<file path="config.mk">
export PLATFORM = sky130hd
export DESIGN_NAME = serial_adder_flat
export DESIGN_NICKNAME = d
export VERILOG_FILES = /design/src/rtl/serial_adder_if.sv /design/src/rtl/serial_adder.sv /design/src/flat_wrapper.sv
export SDC_FILE = /design/constraint.sdc
export NUM_CORES = 1
export LEC_CHECK = 0
export ABC_CLOCK_PERIOD_IN_PS = 2700
export CAP_MARGIN = 5
export CORE_ASPECT_RATIO = 0.5
export CORE_MARGIN = 2
export CORE_UTILIZATION = 52
export DETAILED_ROUTE_END_ITERATION = 8
export GPL_TIMING_DRIVEN = 1
export MAX_ROUTING_LAYER = met4
export PLACE_DENSITY = 0.94
export REMOVE_ABC_BUFFERS = 1
export SLEW_MARGIN = 20
export SYNTH_ARGS = -nofsm -noshare
export SYNTH_HDL_FRONTEND = slang
export SYNTH_HIERARCHICAL = 1
export SYNTH_SLANG_ARGS = --single-unit
</file>
<file path="constraint.sdc">
create_clock -name clk -period 2.7 [get_ports clk]
set_input_delay 0.81 -clock clk [delete_from_list [all_inputs] [get_ports clk]]
set_output_delay 0.81 -clock clk [all_outputs]
set_load 0.01 [all_outputs]
</file>
<file path="src/rtl/serial_adder_if.sv">
// Handshake and data bundle for the bit-serial adder: operand side (in_*),
// result side (out_*, sum, cout).
interface serial_adder_if #(
  parameter int WIDTH = 8
);
  logic             in_valid;
  logic             in_ready;
  logic [WIDTH-1:0] a_in;
  logic [WIDTH-1:0] b_in;
  logic             cin;
  logic             out_valid;
  logic             out_ready;
  logic [WIDTH-1:0] sum;
  logic             cout;

  // Producer/consumer environment around the adder
  modport master (
    output in_valid, a_in, b_in, cin, out_ready,
    input  in_ready, out_valid, sum, cout
  );

  // The adder itself
  modport slave (
    input  in_valid, a_in, b_in, cin, out_ready,
    output in_ready, out_valid, sum, cout
  );
endinterface

</file>
<file path="src/rtl/serial_adder.sv">
// Bit-serial WIDTH-bit adder: one full_adder cell plus a carry flip-flop,
// fed one operand bit per cycle LSB first, with valid/ready on both sides.

module full_adder (
  input  logic a,
  input  logic b,
  input  logic ci,
  output logic s,
  output logic co
);
  assign s  = a ^ b ^ ci;
  assign co = (a & b) | (ci & (a ^ b));
endmodule

module serial_adder #(
  parameter int WIDTH = 8
) (
  input logic           clk,
  input logic           rst,
  serial_adder_if.slave bus
);
  // Counter must hold WIDTH-1, and stays at least 1 bit wide for WIDTH=1
  localparam int CNT_W = $clog2(WIDTH + 1);
  localparam logic [CNT_W-1:0] LAST = CNT_W'(WIDTH - 1);

  typedef enum logic [1:0] {
    IDLE,
    RUN,
    DONE
  } state_t;

  state_t           state;
  state_t           state_next;
  logic [WIDTH-1:0] a_reg;
  logic [WIDTH-1:0] b_reg;
  logic [WIDTH-1:0] s_reg;
  logic [WIDTH-1:0] s_shift;
  logic             carry;
  logic [CNT_W-1:0] cnt;
  logic             fa_sum;
  logic             fa_cout;
  logic             in_ready;
  logic             out_valid;

  // The only arithmetic in the block: one bit position per cycle
  full_adder u_fa (
    .a  (a_reg[0]),
    .b  (b_reg[0]),
    .ci (carry),
    .s  (fa_sum),
    .co (fa_cout)
  );

  // New sum bit enters at the MSB so after WIDTH shifts bit 0 lands at S[0]
  if (WIDTH == 1) begin : g_one_bit
    assign s_shift = fa_sum;
  end else begin : g_multi_bit
    assign s_shift = {fa_sum, s_reg[WIDTH-1:1]};
  end

  // State register
  always_ff @(posedge clk) begin
    if (rst) state <= IDLE;
    else     state <= state_next;
  end

  // Next-state: accept in IDLE, run WIDTH bit cycles, hold result until taken
  always_comb begin
    state_next = state;
    case (state)
      IDLE:    if (bus.in_valid)  state_next = RUN;
      RUN:     if (cnt == LAST)   state_next = DONE;
      DONE:    if (bus.out_ready) state_next = IDLE;
      default: state_next = IDLE;
    endcase
  end

  // Handshake outputs decode purely from the registered state
  always_comb begin
    in_ready  = 1'b0;
    out_valid = 1'b0;
    case (state)
      IDLE:    in_ready  = 1'b1;
      DONE:    out_valid = 1'b1;
      default: ;
    endcase
  end

  // Datapath: load operands on accept, shift one bit per RUN cycle, hold otherwise
  always_ff @(posedge clk) begin
    if (rst) begin
      a_reg <= '0;
      b_reg <= '0;
      s_reg <= '0;
      carry <= 1'b0;
      cnt   <= '0;
    end else begin
      case (state)
        IDLE: begin
          if (bus.in_valid) begin
            a_reg <= bus.a_in;
            b_reg <= bus.b_in;
            carry <= bus.cin;
            s_reg <= '0;
            cnt   <= '0;
          end
        end
        RUN: begin
          s_reg <= s_shift;
          a_reg <= a_reg >> 1;
          b_reg <= b_reg >> 1;
          carry <= fa_cout;
          cnt   <= cnt + CNT_W'(1);
        end
        default: ;
      endcase
    end
  end

  assign bus.in_ready  = in_ready;
  assign bus.out_valid = out_valid;
  assign bus.sum       = s_reg;
  assign bus.cout      = carry;
endmodule

</file>
<file path="src/flat_wrapper.sv">
// flat-port wrapper written by rule: the top's interface ports become plain ports
module serial_adder_flat 
#(
  parameter int WIDTH = 8
)
  (clk, rst, bus_in_valid, bus_a_in, bus_b_in, bus_cin, bus_out_ready, bus_in_ready, bus_out_valid, bus_sum, bus_cout);
  serial_adder_if #(.WIDTH(WIDTH)) bus_i ();
  input logic clk;
  input logic rst;
  input wire logic [$bits(bus_i.in_valid)-1:0] bus_in_valid;
  input wire logic [$bits(bus_i.a_in)-1:0] bus_a_in;
  input wire logic [$bits(bus_i.b_in)-1:0] bus_b_in;
  input wire logic [$bits(bus_i.cin)-1:0] bus_cin;
  input wire logic [$bits(bus_i.out_ready)-1:0] bus_out_ready;
  output wire logic [$bits(bus_i.in_ready)-1:0] bus_in_ready;
  output wire logic [$bits(bus_i.out_valid)-1:0] bus_out_valid;
  output wire logic [$bits(bus_i.sum)-1:0] bus_sum;
  output wire logic [$bits(bus_i.cout)-1:0] bus_cout;
  assign bus_i.in_valid = bus_in_valid;
  assign bus_i.a_in = bus_a_in;
  assign bus_i.b_in = bus_b_in;
  assign bus_i.cin = bus_cin;
  assign bus_i.out_ready = bus_out_ready;
  assign bus_in_ready = bus_i.in_ready;
  assign bus_out_valid = bus_i.out_valid;
  assign bus_sum = bus_i.sum;
  assign bus_cout = bus_i.cout;
  serial_adder #(.WIDTH(WIDTH)) u_core (.clk(clk), .rst(rst), .bus(bus_i));
endmodule
</file>
==> flow_summary.json <==
{
  "rsz0062_at_grt": "false",
  "vias": 1262,
  "fmax_mhz": 444,
  "hp-class": "flip-flop to flip-flop",
  "p_clk_share_pct": 34.5,
  "grt_max_degree": 23,
  "slew_headroom_pct": 52.5,
  "synth_area_mm2": 0.00137,
  "cts_tree": "built",
  "die_y_um": 40.3,
  "status": "completed",
  "cp_max_fo": 8,
  "gr-total-overflow": 0,
  "clk_path_buf_depth": 2,
  "layout_common_cells": "31 x clkdlybuf4s50_1, 31 x dfxtp_1, 26 x nor2_1",
  "critical_path_class": "flip-flop to primary output",
  "coreArea_mm2": 0.00255,
  "power_w": 0.000984,
  "startpoint_type": "flip-flop",
  "rr_worst_depth": 4,
  "slowest_stage": "clkdlybuf4s50_1",
  "cts_max_level": 2,
  "hold_viol_final": 0,
  "gp_congestion": 0.811,
  "setup_viol": 0,
  "internal_power_w": 0.000737,
  "synthArstFlopShare_pct": 0,
  "cp.arrival_ns": 1.44,
  "fin_crit_ns": 2.25,
  "fill_cells": 205,
  "switching_share_pct": 25.1,
  "postCtsSetupBuffers": 0,
  "antenna_found_initial": 0,
  "grt_usage_pct": 20.8,
  "r2r_slack_ns": 0.83,
  "end_kind": "primary output",
  "drcViolationCount": 0,
  "dp.cells": 221,
  "syn-instance-count": 161,
  "wl_um": 2990,
  "diodes": 0,
  "dp_hpwl_um": 2010,
  "clkTransAtPathRegs_ns": 0.06,
  "yosysWarnings": 6,
  "power_density_mw_per_mm2": 553,
  "std_cell_rows": 13,
  "irDropWorstVdd_mv": 0.279,
  "rr_startpoint": "u_core/state[0]",
  "die_area_mm2": 0.00308,
  "r2r-end": "u_core/a_reg[0]",
  "via_per_inst": 5.51,
  "p_sw_w": 0.000247,
  "hold_start": "u_core/a_reg[7]",
  "crit_chain": "nor2b_1, clkdlybuf4s50_1",
  "post_drt_wl_per_cell_um": 13.0,
  "max_cap_violations": 0,
  "whs_endpoint": "u_core/a_reg[7]",
  "ant_nets": 0,
  "fin_skew_ns": 0.00611,
  "grt_pass1_vias": 1059,
  "cp_top_family": "buffers and inverters",
  "drtIter0Drc": 110,
  "grtUsageMet3_pct": 5.63,
  "grt_pass1_wl_um": 4700,
  "cts_buffers": 5,
  "drv_slew": 0,
  "ys.flop_type": "dfxtp_1",
  "critPathMaxStageDelay_ns": 0.57,
  "p_leak_nw": 0.693,
  "ios": 32,
  "met1_usage_pct": 23.4,
  "cp_num_cells": 2,
  "grt_busiest_layer": "met2",
  "ys_seq_elements": 31,
  "drive_above_1_share_pct": 8.85,
  "seq_area_frac_synth_pct": 45.4,
  "fin_setup_tns_ns": 0,
  "clk_latency_ns": 0.28,
  "portBuffers": 31,
  "finalNonFillerCells": 229,
  "post_cts_resized": 0,
  "fp.dieW_um": 76.5,
  "drt_pre_antenna_iters": 4,
  "avgSynthCellArea_um2": 8.49,
  "nNetsFinal": 214,
  "power_frac_seq_pct": 51.2,
  "fin_crit_sh_pct": 83.5,
  "cp.required_ns": 1.89,
  "cts-root-buf": "clkbuf_8",
  "met2_usage_pct": 38.5,
  "area_delta_synth_final_pct": 30.1,
  "ys_types": 30,
  "crit_buf_inv": 1,
  "start_util_pct": 53.6,
  "cts_num_sinks": 31,
  "tightest_slew_ns": 0.713,
  "min_delay_path_depth": 2,
  "ctsHoldBuffers": 0,
  "p_comb_share_pct": 14.2,
  "synth-edff-count": 0
}
## Yosys cell counts, types with 2 or more instances
| master | instances | area (um^2) |
|---|---|---|
| a22oi_1 | 9 | 67.6 |
| o221a_2 | 4 | 45.0 |
| o22a_1 | 2 | 17.5 |
| nor2_1 | 26 | 97.6 |
| inv_1 | 4 | 15.0 |
| clkbuf_1 | 3 | 11.3 |
| a21oi_1 | 21 | 105 |
| o22ai_1 | 2 | 12.5 |
| nand3_1 | 2 | 10.0 |
| nand2b_1 | 4 | 25.0 |
| nor2b_1 | 4 | 25.0 |
| nor3_1 | 3 | 15.0 |
| dfxtp_1 | 31 | 621 |
| nand2_1 | 13 | 48.8 |
| a211oi_1 | 10 | 75.1 |
| buf_2 | 9 | 45.0 |
## tightest hold or removal path, stage by stage, from the launching register on
cell and delay [ns]:
dfxtp_1 0.32, nand2_1 0.05, o22ai_1 0.06
## cells by family after synthesis
logic type | count (synthesis) | share of synthesized area (%)
flops | 31 | 45.4
simple gates | 58 | 19.7
fa+ha+maj | 2 | 2.38
compound gates | 52 | 26.1
mux | 1 | 0.732
buf+inv | 17 | 5.76
## power groups by stage
stage / sequential (W) / clock [W] / combinational [W]
finish: 0.000504 / 0.000340 / 0.000140
global route: 0.000506 / 0.000370 / 0.000155
CTS: 0.000503 / 0.000348 / 0.000139
detailed placement: 0.000513 / 0 / 0.000138
global placement: 0.000512 / 0 / 0.000133
floorplan: 0.000510 / 0 / 0.0000709
## layout make-up
class / count / area (um^2) / area share, %
repair buffers: 36 / 348 / 19.5
clock buffers: 7 / 76.3 / 4.29
clock inverters: 1 / 5.00 / 0.281
multi-input cells: 113 / 668 / 37.6
inverters: 4 / 15.0 / 0.844
well taps: 37 / 46.3 / 2.60
flip-flops and latches: 31 / 621 / 34.9
## how the worst max path moves through the flow
stage                                from         endpoint
final                     u_core/state[0]    bus_out_valid
after global routing      u_core/state[0]    bus_out_valid
after CTS                 u_core/state[0]    bus_out_valid
after detailed placement     bus_in_valid  u_core/a_reg[0]
after global placement       bus_in_valid  u_core/b_reg[3]
after floorplan              bus_in_valid  u_core/a_reg[0]
## through the flow
| stage | instance area (um^2) | utilization [%] | setup WS [ns] | hold WS, ns |
|---|---|---|---|---|
| detailed placement | 1700 | 66.5 | 0.376 | 0.474 |
| CTS | 1780 | 69.7 | 0.438 | 0.481 |
| global placement | 1700 | 66.5 | 0.452 | 0.463 |
| global route | 1780 | 69.7 | 0.358 | 0.506 |
| floorplan | 1300 | - | 0.701 | 0.449 |
| finish | 1780 | 69.7 | 0.445 | 0.479 |
## per-layer routing
| layer | share of wire, % | vias to the layer above |
|---|---|---|
| met3 | 4.8 | 0 |
| met1 | 46 | 599 |
| met4 | 0 | 0 |
| met2 | 50 | 35 |
| li1 | - | 628 |
| met5 | 0 | - |
No activity file was read; power rests on OpenSTA's default activity.
